<file path="src/rtl/sequenciador_programa_pkg.sv">
// Shared definitions for the program feeder: opcode field, opcode values, FSM encoding.
package sequenciador_programa_pkg;

    localparam int OPC_MSB = 8;
    localparam int OPC_LSB = 6;

    localparam logic [2:0] OPC_MV  = 3'b000;
    localparam logic [2:0] OPC_MVI = 3'b001;
    localparam logic [2:0] OPC_ADD = 3'b010;
    localparam logic [2:0] OPC_SUB = 3'b011;
    localparam logic [2:0] OPC_HLT = 3'b111;

    typedef enum logic [2:0] {
        ST_IDLE,
        ST_ISSUE,
        ST_WAIT,
        ST_HALT,
        ST_ERROR
    } estado_t;

    function automatic logic [2:0] opcode_of(input logic [OPC_MSB:0] word);
        return word[OPC_MSB:OPC_LSB];
    endfunction

endpackage

</file>
<file path="src/rtl/sequenciador_programa_memoria.sv">
// Program memory: 2^ADDR_W x DATA_W, synchronous write, asynchronous read, not reset.
module memoria_programa #(
    parameter int ADDR_W = 5,
    parameter int DATA_W = 16
) (
    input  logic              Clock,
    input  logic              we,
    input  logic [ADDR_W-1:0] waddr,
    input  logic [DATA_W-1:0] wdata,
    input  logic [ADDR_W-1:0] raddr,
    output logic [DATA_W-1:0] rdata
);

    logic [DATA_W-1:0] mem [2**ADDR_W];

    always_ff @(posedge Clock) begin
        if (we) begin
            mem[waddr] <= wdata;
        end
    end

    assign rdata = mem[raddr];

endmodule

</file>
<file path="src/rtl/sequenciador_programa.sv">
// Program feeder for the multicycle processor: issues words on DIN/Run, waits for Done.
//   state    | meaning
//   IDLE     | stopped, memory loadable, waiting for Start
//   ISSUE    | Run pulse for the word on DIN (HLT is consumed, not issued)
//   WAIT     | waiting for Done, watchdog running
//   HALT     | HLT opcode reached
//   ERROR    | watchdog expired without Done
module sequenciador_programa
    import sequenciador_programa_pkg::*;
#(
    parameter int ADDR_W  = 5,
    parameter int DATA_W  = 16,
    parameter int TIMEOUT = 15
) (
    input  logic              Clock,
    input  logic              Reset,
    input  logic              Start,
    input  logic              Stop,
    input  logic              LoadEn,
    input  logic [ADDR_W-1:0] LoadAddr,
    input  logic [DATA_W-1:0] LoadData,
    input  logic              Done,
    output logic [DATA_W-1:0] DIN,
    output logic              Run,
    output logic [ADDR_W-1:0] PC,
    output logic              Busy,
    output logic              Halted,
    output logic              Error,
    output logic [15:0]       InstrCount
);

    localparam int WD_W = $clog2(TIMEOUT + 1);

    estado_t           state_q, state_d;
    logic [DATA_W-1:0] din_d;
    logic [ADDR_W-1:0] pc_d;
    logic [ADDR_W-1:0] raddr;
    logic [DATA_W-1:0] rdata;
    logic [15:0]       count_d;
    logic              stop_q, stop_d;
    logic [WD_W-1:0]   wd_q, wd_d;
    logic              mem_we;
    logic [2:0]        opcode;

    assign opcode = opcode_of(DIN[OPC_MSB:0]);

    memoria_programa #(
        .ADDR_W(ADDR_W),
        .DATA_W(DATA_W)
    ) u_mem (
        .Clock(Clock),
        .we   (mem_we),
        .waddr(LoadAddr),
        .wdata(LoadData),
        .raddr(raddr),
        .rdata(rdata)
    );

    always_ff @(posedge Clock or posedge Reset) begin
        if (Reset) begin
            state_q    <= ST_IDLE;
            DIN        <= '0;
            PC         <= '0;
            InstrCount <= '0;
            stop_q     <= 1'b0;
            wd_q       <= '0;
        end else begin
            state_q    <= state_d;
            DIN        <= din_d;
            PC         <= pc_d;
            InstrCount <= count_d;
            stop_q     <= stop_d;
            wd_q       <= wd_d;
        end
    end

    always_comb begin
        state_d = state_q;
        din_d   = DIN;
        pc_d    = PC;
        count_d = InstrCount;
        stop_d  = stop_q;
        wd_d    = wd_q;
        mem_we  = 1'b0;
        raddr   = '0;
        Run     = 1'b0;
        case (state_q)
            ST_IDLE, ST_HALT, ST_ERROR: begin
                if (LoadEn) begin
                    mem_we = 1'b1;
                end else if (Start) begin
                    din_d   = rdata;
                    pc_d    = '0;
                    count_d = '0;
                    stop_d  = 1'b0;
                    state_d = ST_ISSUE;
                end
            end
            ST_ISSUE: begin
                raddr = PC + ADDR_W'(1);
                wd_d  = '0;
                if (Stop) stop_d = 1'b1;
                if (opcode == OPC_HLT) begin
                    state_d = ST_HALT;
                end else begin
                    Run     = 1'b1;
                    state_d = ST_WAIT;
                    if (opcode == OPC_MVI) begin
                        din_d = rdata;
                        pc_d  = PC + ADDR_W'(2);
                    end else begin
                        pc_d = PC + ADDR_W'(1);
                    end
                end
            end
            ST_WAIT: begin
                raddr = PC;
                wd_d  = wd_q + WD_W'(1);
                if (Stop) stop_d = 1'b1;
                if (Done) begin
                    count_d = InstrCount + 16'd1;
                    if (stop_q || Stop) begin
                        stop_d  = 1'b0;
                        state_d = ST_IDLE;
                    end else begin
                        din_d   = rdata;
                        state_d = ST_ISSUE;
                    end
                // the ISSUE cycle counts toward the budget: Error lands TIMEOUT cycles after Run
                end else if (wd_d == WD_W'(TIMEOUT - 1)) begin
                    din_d   = '0;
                    state_d = ST_ERROR;
                end
            end
            default: state_d = ST_IDLE;
        endcase
    end

    assign Busy   = (state_q == ST_ISSUE) || (state_q == ST_WAIT);
    assign Halted = (state_q == ST_HALT);
    assign Error  = (state_q == ST_ERROR);

endmodule

</file>
<file path="config.mk">
export PLATFORM = sky130hd
export DESIGN_NAME = sequenciador_programa
export DESIGN_NICKNAME = d
export VERILOG_FILES = /design/src/rtl/sequenciador_programa_pkg.sv /design/src/rtl/sequenciador_programa_memoria.sv /design/src/rtl/sequenciador_programa.sv
export SDC_FILE = /design/constraint.sdc
export NUM_CORES = 1
export LEC_CHECK = 0
export CAP_MARGIN = 20
export CORE_MARGIN = 8
export CORE_UTILIZATION = 25
export DETAILED_ROUTE_END_ITERATION = 10
export HOLD_SLACK_MARGIN = 0.12
export PLACE_DENSITY_LB_ADDON = 0.05
export SLEW_MARGIN = 25
export SYNTH_ARGS = -nofsm -noshare
export SYNTH_HDL_FRONTEND = slang
export SYNTH_SLANG_ARGS = --single-unit
</file>
<file path="constraint.sdc">
create_clock -name Clock -period 3.6 [get_ports Clock]
set_input_delay 0.9 -clock Clock [delete_from_list [all_inputs] [get_ports Clock]]
set_output_delay 0.9 -clock Clock [all_outputs]
set_load 0.005 [all_outputs]
</file>
==> results of run 1 <==
## layout make-up
class                           instances  area (um2)  area share, %
Multi-Input combinational cell       1428        8210           26.5
Inverter                               44         169          0.545
Sequential cell                       557       16500           53.3
Antenna cell                            3        7.51         0.0242
Clock inverter                         34         221          0.715
Clock buffer                           93        2000           6.44
Tap cell                             1368        1710           5.52
Timing Repair Buffer                  209        2170           7.01
## final timing paths
kind / start / to / slack, ps / cells after the start
min in group asynchronous: Reset / InstrCount[12] / 640 / 2
max in group asynchronous: Reset / DIN[8] / 2310 / 3
hold / removal: stop_q / stop_q / 520 / 2
setup reg to reg: state_q[1] / DIN[13] / 390 / 8
setup / recovery: state_q[2] / Run / 190 / 5
hold reg to reg: stop_q / stop_q / 520 / 2
## cell families (layout without fill, tap and decap cells)
logic type / Yosys count / in the layout / share of synthesized area [%]
AO/OA/AOI/OAI: 745 / 745 / 18.7
XOR/XNOR: 14 / 14 / 0.479
adder cells (fa/ha/maj): 5 / 5 / 0.245
buffers and inverters: 234 / 380 / 3.88
flip-flops: 557 / 557 / 64.5
multiplexers: 18 / 18 / 0.709
other: 0 / 3 / 0
AND/OR/NAND/NOR: 646 / 646 / 11.5
## stage by stage
step	cells	hold slack, ps	cell area (um2)	worst slack, ps	util (%)
5_1_grt	3733	535	31000	3.50	30.5
4_1_cts	3733	515	31000	132	30.5
6_report	3736	516	31000	186	30.5
3_3_place_gp	3605	497	28800	136	28.3
2_1_floorplan	2219	467	25600	901	-
3_5_place_dp	3606	510	28800	160	28.3
## worst max-delay path: stages (launching register included)
cell and delay (ps):
dfrtp_1 390, buf_4 390, clkinv_2 260, nand4_1 240
inv_1 120, clkdlybuf4s50_1 490
## flip-flops by register name, indices dropped and copies added, names as in the netlist
| register | cells |
|---|---|
| InstrCount | 16 |
| u_mem.mem | 512 |
| DIN | 16 |
| wd_q | 4 |
| stop_q | 1 |
| PC | 5 |
| state_q | 3 |
## cell usage after synthesis (all sizes together) (2+ instances only)
| library cell | count | area, um2 |
|---|---|---|
| or3b | 2 | 17.5 |
| nor2b | 5 | 31.3 |
| a311oi | 28 | 245 |
| dfrtp | 45 | 1130 |
| clkbuf | 111 | 417 |
| o22a | 14 | 123 |
| nand3b | 4 | 30.0 |
| or3 | 11 | 68.8 |
| o21ai | 171 | 856 |
| or2 | 3 | 18.8 |
| nand2 | 218 | 818 |
| nand2b | 12 | 75.1 |
| nand3 | 13 | 65.1 |
| or4 | 3 | 22.5 |
| and4bb | 2 | 25.0 |
| a22o | 8 | 70.1 |
| a2bb2oi | 15 | 131 |
| and3 | 77 | 482 |
| o2111ai | 20 | 175 |
| nor3 | 66 | 330 |
| o221ai | 31 | 272 |
| a22oi | 5 | 37.5 |
| a21boi | 2 | 15.0 |
| xor2 | 9 | 78.8 |
| clkinv | 3 | 11.3 |
| o211ai | 23 | 173 |
| a31o | 4 | 35.0 |
| nand4 | 6 | 37.5 |
| edfxtp | 512 | 15400 |
| a31oi | 35 | 219 |
| o31ai | 16 | 120 |
| o22ai | 106 | 663 |
| nor2 | 214 | 806 |
| inv | 41 | 154 |
| a21o | 16 | 120 |
| a21oi | 154 | 774 |
| mux2i | 17 | 170 |
| xnor2 | 5 | 43.8 |
| nor3b | 3 | 33.8 |
| a211o | 17 | 149 |
| buf | 79 | 410 |
| ha | 5 | 62.6 |
| a211oi | 74 | 556 |
| o21a | 2 | 15.0 |
## report_power, final
group,leakage [uW],switching [uW],internal (uW)
Combinational,0.00399,6910,3560
Sequential,0.00519,293,7310
Clock,0.00108,2840,4030
Total,0.0103,10000,14900
## metal layers
metal	part of all wire [%]	vias to the layer above
li1	-	8727
met1	47	9644
met2	44	552
met3	6.1	107
met4	2.3	2
met5	0.013	-
## repair_timing
item | in CTS | in global routing
hold endpoints to repair | 0 | 0
setup buffers | 0 | 0
resized for setup | 1 | 0
endpoints found under the setup margin | 1 | 0
==> reports/metrics.yaml, run 1 <==
netlist_area_um2: 25600
final_cell_mix: "edfxtp_1, nand2_1, nor2_1, o21ai_0, a21oi_1"
grt-ovfl-total: 0
vias_per_cell: 5.09
place_congestion: 0.780
clkTransAtPathRegs_ps: 50
nets: 2344
grt-busiest-layer: "met2"
setup_viol: 0
chipHeight_um: 336
first_pass_iters: 5
grtUsageMet3_pct: 3.59
postSynthCellCount: 2219
cap_violations: 0
ant_nets: 0
period_needed_ps: 3410
worst_setup_path_start_kind: "flip-flop"
cp_data_arrival_time_ps: 2510
hpwlAfterDp_um: 58500
clockBufferDepth: 3
die_x_um: 336
maxSlewViolCount: 0
grt_pass1_wl_um: 140000
required_ps: 2700
peakVddDrop_v: 0.000386
synthArstFlopShare_pct: 8.08
ioPinCount: 68
status: "finished clean"
drive_gt1_share_pct: 12.4
tightest_slew_ps: 993
n_fill_cell: 10300
io_buffer_count: 67
areaGrowthSynthToFinish_pct: 21.2
synth_ff_type: "edfxtp_1"
fin_worst_skew_ps: 22.5
h-tree-depth: 3
grt_pass1_vias: 18800
ys_warn_count: 0
relSlewSlack_pct: 33.8
drt_iter0_drc: 1692
synth_edf_count: 512
power_leakage_uw: 0.0103
critPathMaxFanout: 29
hold_violations: 0
end_kind: "output port"
cts_tree: "done"
holdCritPathClass: "reg2reg"
core-area_um2: 102000
cts.sink_count: 557
fmax_mhz: 293
rsz0062_at_grt: "no"
use_met2_pct: 25.9
synthDistinctLibCells: 64
syn-num-nets: 2251
final.setup.tns_ps: 0
syn_avg_cell_area_um2: 11.5
cts_buffers: 72
cts_root_buf: "clkbuf_16"
grt_util_met1_pct: 24.1
dieArea_um2: 113000
num_rows: 117
fin_crit_sh_pct: 94.8
wirelength_um: 98200
path_class: "reg2out"
drcViolationCount: 0
wl_per_cell_um: 26.3
ys_ff_latch: 557
num_vias: 19000
antenna_found_initial: 7
yosysSeqAreaShare_pct: 64.5
final_common_cell: "edfxtp_1"
grt_max_degree: 118
fin_total_pwr_uw: 25000
start_util_pct: 25.2
track_usage_pct: 16.9
insertion_delay_ps: 620
power.density_nw_per_um2: 805
cts-hold-fix-buffers: 0
Power figures use the tool's default switching activity.
==> run 2: changes to the inputs <==
Settings changed: CAP_MARGIN 20 to 0, SKIP_LAST_GASP from default to 1.
==> results of run 2 <==
The final DEF is identical to that of run 1; final timing and power are the same.
==> run 3: changes to the inputs <==
--- a/config.mk
+++ b/config.mk
@@ -18 +18,2 @@
 export SYNTH_SLANG_ARGS = --single-unit
+export TNS_END_PERCENT = 1
--- a/constraint.sdc
+++ b/constraint.sdc
@@ -3,2 +3,2 @@
 set_output_delay 0.9 -clock Clock [all_outputs]
-set_load 0.005 [all_outputs]
+set_load 0.1 [all_outputs]
==> run 3 against run 2 <==
Against the previous run:
- hold slack got worse by 2.3 ps
- setup slack got worse by 63 ps
- utilization rose by 0.21 points
- total power rose by 5.7%
- routed wire length decreased by 0.49%
- via count about the same
- first-iteration DRC count is 8.9% lower
- flip-flop and latch count unchanged
- non-clock buffer count is 22 higher
==> reports/metrics.yaml, run 3 (synthesis results as in run 1) <==
status: "finished clean"
grt_pass1_vias: 18800
fin_worst_skew_ps: 17.7
place_congestion: 0.777
critPathMaxFanout: 33
holdCritPathClass: "reg2reg"
cp_data_arrival_time_ps: 2580
dp.cells: 3627
post-cts-setup-buffers: 0
path_class: "reg2out"
relSlewSlack_pct: 41.2
cts-hold-fix-buffers: 0
final_cell_mix: "edfxtp_1, nand2_1, nor2_1, o21ai_0, buf_4"
grt_util_met1_pct: 24.0
fmax_mhz: 288
hold_violations: 0
grt-ovfl-total: 0
cts_buffers: 71
period_needed_ps: 3480
reg.largest.list: "u_mem.mem: 512 flops, DIN: 16 flops, InstrCount: 16 flops"
worst_setup_path_start_kind: "flip-flop"
endpoint: "Run"
required_ps: 2700
h-tree-depth: 3
cap_violations: 0
r2r_slack_ps: 430
track_usage_pct: 16.9
r2r_end: "u_mem.mem[8][14]"
slowest_stage: "dfrtp_4"
grt_pass1_wl_um: 141000
cpPeakStageDelay_ps: 590
fin_util_pct: 30.7
cts.sink_count: 557
grt-busiest-layer: "met2"
drcViolationCount: 0
cpMostUsedCell: "buf_12"
fin_crit_sh_pct: 96.6
instances_no_fill: 3757
grtUsageMet3_pct: 2.75
chipHeight_um: 336
fin_total_pwr_uw: 26400
regToRegStartpoint: "state_q[1]"
ant_nets: 0
setup_viol: 0
peakVddDrop_v: 0.000421
insertion_delay_ps: 620
wirelength_um: 97700
n_fill_cell: 10300
rsz0062_at_grt: "no"
dieArea_um2: 113000
largest_register_ffs: 512
num_vias: 19000
vias_per_cell: 5.07
largest-register: "u_mem.mem"
ioPinCount: 68
critPathLaunch: "state_q[1]"
use_met2_pct: 27.0
start_util_pct: 25.2
power.density_nw_per_um2: 845
clkTransAtPathRegs_ps: 60
clockBufferDepth: 3
power_leakage_uw: 0.0105
r2r_cells: 9
areaGrowthSynthToFinish_pct: 22.0
maxSlewViolCount: 0
grt_max_degree: 121
die_x_um: 336
final.setup.tns_ps: 0
drive_gt1_share_pct: 15.0
tightest_slew_ps: 882
crit_chain: "buf_12 > inv_6 > buf_16 > nand4_1 > inv_1 > buf_12"
num_rows: 117
nets: 2365
regArea_um2: 16500
drt_iter0_drc: 1542
final_common_cell: "edfxtp_1"
cts_tree: "done"
wl_per_cell_um: 26.0
antenna_found_initial: 6
multi_input_area_um2: 8210
hpwlAfterDp_um: 60100
core-area_um2: 102000
io_buffer_count: 67
first_pass_iters: 5
min_path_cells: 2
cts_root_buf: "clkbuf_16"
end_kind: "output port"
run 3: cell count changes in the layout (fill, tap and decap cells not counted), sizes merged:
cell	delta
buf	+61
bufinv	+4
clkdlybuf4s50	-40
clkinv	-6
clkinvlp	+1
diode	-1
inv	+2
run 3: power by group:
part | internal (uW) | switching [uW]
Sequential | 7310 | 334
Combinational | 3770 | 7880
Clock | 4230 | 2860
run 3: worst max-delay path, delay by kind of cell, from the launching register on:
| kind | cells | cell delay [ps] |
|---|---|---|
| simple gates | 1 | 200 |
| flops | 1 | 590 |
| buf+inv | 5 | 1110 |
run 3: repair_timing:
item | CTS | global route
setup endpoints to repair | 1 | 1
gates resized for setup | 2 | 1
gates cloned | 0 | 1
run 3: final cells by class:
type / count / area share (%)
antenna: 2 / 0.0160
clock inverter: 35 / 1.06
multi-input combinational: 1428 / 26.3
sequential: 557 / 52.9
tap: 1368 / 5.48
inverter: 44 / 0.557
timing repair buffer: 231 / 7.46
clock buffer: 92 / 6.22
run 3: worst min path at each step:
stage | endpoint | startpoint | slack (ps)
floorplan | stop_q | stop_q | 470
global placement | stop_q | stop_q | 500
detailed placement | stop_q | stop_q | 500
CTS | stop_q | stop_q | 520
global route | stop_q | stop_q | 590
finish | stop_q | stop_q | 510
run 3: per-layer routing:
layer	share of wire (%)	vias to the layer above
met1	48	9653
met3	4.5	112
met2	45	508
li1	-	8760
met4	1.9	0
met5	0	-
run 3: through the flow:
step	setup WS, ps	cell area, um2	hold WS (ps)
global route	2.06	31200	585
detailed placement	166	28900	504
global placement	232	28900	501
finish	123	31200	513
floorplan	86.8	25600	467
CTS	29.2	31200	516
